==> config.mk <==
export PLATFORM = sky130hd
export DESIGN_NAME = safecrack_btn_conditioner_flat
export DESIGN_NICKNAME = d
export VERILOG_FILES = /design/src/rtl/safecrack_pkg.sv /design/src/rtl/safecrack_btn_conditioner_if.sv /design/src/rtl/safecrack_debounce.sv /design/src/rtl/safecrack_btn_conditioner.sv /design/src/flat_wrapper.sv
export SDC_FILE = /design/constraint.sdc
export NUM_CORES = 1
export LEC_CHECK = 0
export BUFFER_PORTS_ARGS = -buffer_cell sky130_fd_sc_hd__buf_2
export CAP_MARGIN = 30
export CORE_UTILIZATION = 25
export CTS_CLUSTER_SIZE = 12
export DETAILED_ROUTE_END_ITERATION = 12
export GPL_TIMING_DRIVEN = 0
export SETUP_SLACK_MARGIN = 0.3
export SLEW_MARGIN = 20
export SYNTH_ARGS = -nofsm -noshare
export SYNTH_HDL_FRONTEND = slang
export SYNTH_HIERARCHICAL = 1
export SYNTH_SLANG_ARGS = --single-unit
==> constraint.sdc <==
create_clock -name clk -period 4.2 [get_ports clk]
set_input_delay 0.21 -clock clk [delete_from_list [all_inputs] [get_ports clk]]
set_output_delay 0.21 -clock clk [all_outputs]
set_load 0.01 [all_outputs]
==> src/rtl/safecrack_pkg.sv <==
// Shared definitions for the safecrack button front end and the lock FSM.
// Contents:
//   NUM_BTN        number of physical push-buttons
//   BTN_W          width of a code word handed to the lock FSM
//   btn_gesture_t  states of the press/release gesture tracker
package safecrack_pkg;

  localparam int NUM_BTN = 4;
  localparam int BTN_W   = 4;

  typedef enum logic [1:0] {
    G_IDLE,
    G_HELD,
    G_EMIT,
    G_DISCARD
  } btn_gesture_t;

endpackage

==> src/rtl/safecrack_btn_conditioner_if.sv <==
// Signal bundle between the button pins / lock FSM and the button conditioner.
// Signals:
//   btn_raw     raw asynchronous button pins
//   enable      1 = gestures accepted, 0 = gestures discarded
//   btn_level   debounced button level, pressed = 1
//   code        OR of all buttons seen during the last accepted gesture
//   code_valid  one-cycle strobe qualifying code
//   busy        gesture in progress or being discarded
// Modports:
//   master  environment side (drives pins and enable, consumes codes)
//   slave   conditioner side
interface safecrack_btn_conditioner_if;
  import safecrack_pkg::*;

  logic [NUM_BTN-1:0] btn_raw;
  logic               enable;
  logic [NUM_BTN-1:0] btn_level;
  logic [BTN_W-1:0]   code;
  logic               code_valid;
  logic               busy;

  modport master (
    output btn_raw,
    output enable,
    input  btn_level,
    input  code,
    input  code_valid,
    input  busy
  );

  modport slave (
    input  btn_raw,
    input  enable,
    output btn_level,
    output code,
    output code_valid,
    output busy
  );

endinterface

==> src/rtl/safecrack_debounce.sv <==
// One-bit synchroniser and debouncer.
// A two-flop synchroniser brings the (already normalised, pressed = 1) pin
// into the clock domain; the stable output only follows the synchronised bit
// after it has differed for DEBOUNCE_CYCLES consecutive cycles.
// Ports:
//   clk    system clock
//   rst_n  synchronous active-low reset
//   din    normalised asynchronous button bit
//   dout   debounced stable level
module safecrack_debounce #(
  parameter int DEBOUNCE_CYCLES = 500000
) (
  input  logic clk,
  input  logic rst_n,
  input  logic din,
  output logic dout
);

  localparam int CNT_W = (DEBOUNCE_CYCLES > 2) ? $clog2(DEBOUNCE_CYCLES) : 1;
  localparam logic [CNT_W-1:0] CNT_LAST = CNT_W'(DEBOUNCE_CYCLES - 1);

  logic             sync1_q, sync1_d;
  logic             sync2_q, sync2_d;
  logic             stable_q, stable_d;
  logic [CNT_W-1:0] cnt_q, cnt_d;

  // The counter runs only while the synchronised bit disagrees with the
  // accepted level, so any agreement (a bounce back) restarts the wait.
  // Acceptance clears the counter, so it never needs to saturate.
  always_comb begin
    sync1_d  = din;
    sync2_d  = sync1_q;
    stable_d = stable_q;
    cnt_d    = cnt_q;
    if (sync2_q == stable_q) begin
      cnt_d = '0;
    end else if (cnt_q == CNT_LAST) begin
      stable_d = sync2_q;
      cnt_d    = '0;
    end else begin
      cnt_d = cnt_q + CNT_W'(1);
    end
  end

  always_ff @(posedge clk) begin
    if (!rst_n) begin
      sync1_q  <= 1'b0;
      sync2_q  <= 1'b0;
      stable_q <= 1'b0;
      cnt_q    <= '0;
    end else begin
      sync1_q  <= sync1_d;
      sync2_q  <= sync2_d;
      stable_q <= stable_d;
      cnt_q    <= cnt_d;
    end
  end

  assign dout = stable_q;

endmodule

==> src/rtl/safecrack_btn_conditioner.sv <==
// Button front end for the safecrack lock FSM.
// Normalises the raw pins to pressed = 1, debounces each bit, and turns every
// complete press-and-release gesture into a single code word with a one-cycle
// strobe. Buttons chorded during one gesture are OR-merged into that code.
// Gestures that start, or are still held, while enable is low are swallowed.
// Ports:
//   clk    system clock
//   rst_n  synchronous active-low reset
//   bus    slave side of safecrack_btn_conditioner_if
//          (btn_raw, enable in; btn_level, code, code_valid, busy out)
module safecrack_btn_conditioner
  import safecrack_pkg::*;
#(
  parameter int DEBOUNCE_CYCLES = 500000,
  parameter int ACTIVE_LOW_IN   = 1
) (
  input  logic                        clk,
  input  logic                        rst_n,
  safecrack_btn_conditioner_if.slave  bus
);

  logic [NUM_BTN-1:0] btn_norm;
  logic [NUM_BTN-1:0] stable;

  btn_gesture_t       state_q;
  logic [BTN_W-1:0]   acc_q;
  logic [BTN_W-1:0]   code_q;
  logic               code_valid_q;
  logic               busy_q;

  assign btn_norm = (ACTIVE_LOW_IN != 0) ? ~bus.btn_raw : bus.btn_raw;

  for (genvar i = 0; i < NUM_BTN; i++) begin : g_deb
    safecrack_debounce #(
      .DEBOUNCE_CYCLES(DEBOUNCE_CYCLES)
    ) u_deb (
      .clk  (clk),
      .rst_n(rst_n),
      .din  (btn_norm[i]),
      .dout (stable[i])
    );
  end

  // Gesture tracker. The strobe and busy are registered alongside the state,
  // so code_valid is high exactly while the FSM sits in G_EMIT. Dropping
  // enable is checked before release so a release coinciding with a disable
  // is discarded rather than emitted.
  always_ff @(posedge clk) begin
    if (!rst_n) begin
      state_q      <= G_IDLE;
      acc_q        <= '0;
      code_q       <= '0;
      code_valid_q <= 1'b0;
      busy_q       <= 1'b0;
    end else begin
      code_valid_q <= 1'b0;
      case (state_q)
        G_IDLE: begin
          if (stable != '0) begin
            busy_q <= 1'b1;
            if (bus.enable) begin
              state_q <= G_HELD;
              acc_q   <= stable;
            end else begin
              state_q <= G_DISCARD;
            end
          end else begin
            busy_q <= 1'b0;
          end
        end
        G_HELD: begin
          acc_q <= acc_q | stable;
          if (!bus.enable) begin
            state_q <= G_DISCARD;
          end else if (stable == '0) begin
            state_q      <= G_EMIT;
            code_q       <= acc_q;
            code_valid_q <= 1'b1;
          end
        end
        G_EMIT: begin
          state_q <= G_IDLE;
          busy_q  <= 1'b0;
        end
        G_DISCARD: begin
          if (stable == '0) begin
            state_q <= G_IDLE;
            busy_q  <= 1'b0;
          end
        end
        default: begin
          state_q <= G_IDLE;
          busy_q  <= 1'b0;
        end
      endcase
    end
  end

  assign bus.btn_level  = stable;
  assign bus.code       = code_q;
  assign bus.code_valid = code_valid_q;
  assign bus.busy       = busy_q;

endmodule
==> src/flat_wrapper.sv <==
// flat-port wrapper written by rule: the top's interface ports become plain ports
module safecrack_btn_conditioner_flat import safecrack_pkg::*;
#(
  parameter int DEBOUNCE_CYCLES = 500000,
  parameter int ACTIVE_LOW_IN   = 1
)
  (clk, rst_n, bus_btn_raw, bus_enable, bus_btn_level, bus_code, bus_code_valid, bus_busy);
  safecrack_btn_conditioner_if bus_i ();
  input  logic clk;
  input  logic rst_n;
  input wire logic [$bits(bus_i.btn_raw)-1:0] bus_btn_raw;
  input wire logic [$bits(bus_i.enable)-1:0] bus_enable;
  output wire logic [$bits(bus_i.btn_level)-1:0] bus_btn_level;
  output wire logic [$bits(bus_i.code)-1:0] bus_code;
  output wire logic [$bits(bus_i.code_valid)-1:0] bus_code_valid;
  output wire logic [$bits(bus_i.busy)-1:0] bus_busy;
  assign bus_i.btn_raw = bus_btn_raw;
  assign bus_i.enable = bus_enable;
  assign bus_btn_level = bus_i.btn_level;
  assign bus_code = bus_i.code;
  assign bus_code_valid = bus_i.code_valid;
  assign bus_busy = bus_i.busy;
  safecrack_btn_conditioner #(.DEBOUNCE_CYCLES(DEBOUNCE_CYCLES), .ACTIVE_LOW_IN(ACTIVE_LOW_IN)) u_core (.clk(clk), .rst_n(rst_n), .bus(bus_i));
endmodule
==> results.py <==
metrics = {
    "timing": {
        "worst_pin_slew_ns": 0.612,
        "drv_slew": 0,
        "skew_ns": 0.0117,
        "finalCriticalPeriod_ns": 2.05,
        "finalCritPeriodShare_pct": 48.7,
        "rsz0062_at_grt": "no",
        "hold_violations": 0,
        "slew_headroom_pct": 58.8,
        "setup_tns_ns": 0,
        "setup_viol": 0,
        "max_freq_mhz": 489,
    },
    "cts": {
        "post_cts_resized": 0,
        "cts.htree.levels": 3,
        "cts.reportedPaths.clkPinSlew_ns": 0.07,
        "cts_tree": "done",
        "clock_latency_ns": 0.35,
        "cts_inserted_buffers": 9,
        "cts_buffer_depth": 2,
        "root_buffer": "clkbuf_16",
        "hold_buffers": 0,
        "post_cts_buffers": 0,
        "cts_sinks": 100,
    },
    "logic_synthesis": {
        "synth_compound_area_share_pct": 7.34,
        "synth_cell_types": 35,
        "synthAdderAreaFrac_pct": 1.12,
        "synth_xor_area_share_pct": 10.9,
        "synth.most_common_cell": "dfxtp_1",
        "yosys_warnings": 6,
        "synth_top_family_by_area": "simple AND/OR/NAND/NOR gates",
        "synth_edf_count": 0,
        "syn_nets": 509,
        "synthMuxAreaShare_pct": 2.68,
        "yosysTopAreaCell": "dfxtp_1",
        "ys_async_sr_fraction_pct": 0,
        "yosys.area_share.simple_pct": 30.6,
        "synthTopCellsByArea": "dfxtp_1 45%, xnor2_1 6.1%, nor2_1 5.9%",
        "syn_inst": 498,
        "synthFlopType": "dfxtp_1",
        "synth.avg_cell_area_um2": 9.00,
        "synth_top_area_share_pct": 44.7,
        "ys_seq_elements": 100,
        "syn_area_um2": 4480,
        "ys_top_cells_by_count": "100 x dfxtp_1, 70 x nor2_1, 37 x nand3_1, 36 x nand2_1, 31 x xnor2_1",
        "yosysSeqAreaShare_pct": 44.7,
    },
    "final_layout": {
        "fin_nets": 536,
        "final_area_um2": 5130,
        "drive_gt1_share_pct": 10.8,
        "antennaDiodeCount": 0,
        "area_delta_synth_final_pct": 14.6,
        "final_cell_count_no_fill": 755,
    },
    "worst_setup_path": {
        "critPathTopFamily": "simple AND/OR/NAND/NOR gates",
        "worst_path_largest_cell_delay_ns": 0.55,
        "ff2ff_path_depth": 5,
        "critPathMaxFanout": 10,
        "setup.worst_path.end_class": "flop",
        "rrSetupSlack_ns": 2.15,
        "crit_required_ns": 4.44,
        "r2r_end": "u_core/g_deb[3].u_deb/cnt_q[12]$_SDFF_PP0_",
        "startpoint_type": "flop",
        "crit_buf_inv": 1,
        "critPathKind": "flop to flop",
        "crit_slowest_cell": "or4_1",
        "cp_data_arrival_time_ns": 2.29,
        "reg2reg_from": "u_core/g_deb[3].u_deb/cnt_q[12]$_SDFF_PP0_",
        "path_cells": "or4_1, or4_4, o21bai_4, buf_6, nor2_1",
    },
    "power": {
        "p_leak_nw": 1.56,
        "ir_drop_v": 0.000201,
        "power_mw": 1.79,
        "p_per_area_nw_per_um2": 348,
    },
    "drt": {
        "firstDrtPassIters": 6,
        "vias": 3452,
        "post_drt_wl_per_cell_um": 11.4,
        "ant_nets": 0,
        "routed_wl_mm": 8.61,
        "vias_per_cell": 4.57,
        "drc_errors": 0,
        "drtIter0Drc": 191,
    },
    "status": {
        "outcome": "complete, no violations",
    },
    "place": {
        "dp.cells": 739,
        "detailed_place_hpwl_mm": 6.02,
        "place.gp.congestion": 0.800,
        "dpl_cell_area_um2": 4840,
        "port-buffer-count": 16,
    },
    "min_path": {
        "min_path_cells": 3,
        "hp-class": "input pin to flop",
        "hold_end": "u_core/g_deb[2].u_deb/sync1_q$_SDFF_PN0_",
        "hold_start": "bus_btn_raw[2]",
    },
    "floorplan": {
        "die_w_um": 136,
        "die-area_um2": 18500,
        "initial_utilization_pct": 25.7,
        "dieHeight_um": 136,
        "core_um2": 17400,
        "num_rows": 48,
        "ios": 17,
    },
    "grt": {
        "track_usage_pct": 10.2,
        "grt_pass1_vias": 3238,
        "grt_pass1_wl_mm": 15.1,
        "antenna_found_initial": 0,
        "gr-total-overflow": 0,
        "grt_max_degree": 26,
    },
    "flow_run": {
        "drv_cap": 0,
    },
}
how the worst max path moves through the flow:
stage	from	slack, ns	end	cells past startpoint
3_3_place_gp	u_core/g_deb[3].u_deb/cnt_q[12]$_SDFF_PP0_	2.17	u_core/g_deb[3].u_deb/cnt_q[2]$_SDFF_PP0_	5
5_1_grt	u_core/g_deb[2].u_deb/cnt_q[12]$_SDFF_PP0_	2.04	u_core/g_deb[2].u_deb/cnt_q[3]$_SDFF_PP0_	5
6_report	u_core/g_deb[3].u_deb/cnt_q[12]$_SDFF_PP0_	2.15	u_core/g_deb[3].u_deb/cnt_q[12]$_SDFF_PP0_	5
2_1_floorplan	u_core/g_deb[0].u_deb/cnt_q[12]$_SDFF_PP0_	2.35	u_core/g_deb[0].u_deb/cnt_q[10]$_SDFF_PP0_	5
4_1_cts	u_core/g_deb[3].u_deb/cnt_q[12]$_SDFF_PP0_	2.14	u_core/g_deb[3].u_deb/cnt_q[12]$_SDFF_PP0_	5
3_5_place_dp	u_core/g_deb[3].u_deb/cnt_q[12]$_SDFF_PP0_	2.16	u_core/g_deb[3].u_deb/cnt_q[12]$_SDFF_PP0_	5
cells by family after synthesis:
family          Yosys count
flops                   100
xor+xnor                 56
fa+ha+maj                 4
simple gates            256
buf+inv                  23
mux                      12
compound gates           47
metal layers:
layer / GRT usage [%] / wire length [µm] / vias to the layer above
met4: 4.32 / 107 / 0
met1: 12.9 / 4390 / 1576
li1: - / - / 1826
met2: 15.9 / 3770 / 42
met3: 3.36 / 345 / 8
met5: 0 / 0 / -
final cells by class:
class,instances,area [µm²]
fillers,1868,12300
multi-input cells,375,2360
flip-flops and latches,100,2000
well taps,225,282
clock buffers,10,239
repair buffers,16,80.1
plain buffers,8,62.6
inverters,15,56.3
clock inverters,6,52.6
flip-flops by register name (all words and copies together), names as in the netlist:
signal	cells
u_core/acc_q	4
u_core/bus.busy	1
u_core/bus.code	4
u_core/bus.code_valid	1
u_core/g_deb.u_deb/cnt_q	76
u_core/g_deb.u_deb/dout	4
u_core/g_deb.u_deb/sync1_q	4
u_core/g_deb.u_deb/sync2_q	4
u_core/state_q	2
through the flow:
stage	hold WS (ns)	util [%]	setup WS (ns)
final	0.129	29.5	2.15
after detailed placement	0.417	27.8	2.16
after floorplan	0.332	-	2.35
after global placement	0.415	27.8	2.17
after CTS	0.112	29.5	2.14
after global routing	0.139	29.5	2.04
worst register-to-register path, delay by kind of cell, from the launching register on:
family                 cells  cell delay, ns
AO/OA/AOI/OAI              1            0.27
buffers and inverters      1            0.19
flip-flops                 1            0.36
AND/OR/NAND/NOR            3            1.13
power by group:
group	switching [mW]	internal [mW]	total, mW
Combinational	0.0164	0.0102	0.0266
Clock	0.377	0.427	0.804
Sequential	0.00244	0.952	0.955
Total	0.395	1.39	1.79
cell usage in the layout, fill, tap and decap left out, drive strengths merged, types with 2 or more instances in the layout:
cell	instances
inv	18
o21ai	8
o31ai	6
nor3b	4
xnor2	31
clkbuf	12
o32ai	3
nor4	13
nand3	37
nor3	7
xor2	25
nor2	70
or3b	4
nand4bb	4
and3	2
or4	14
and2	18
ha	4
nand2	36
dfxtp	100
nand4	26
mux2i	12
o21bai	4
a21oi	23
or3	7
buf	22
clkinvlp	2
or2	5
and4	8
No activity file was read; power rests on OpenSTA's default activity.
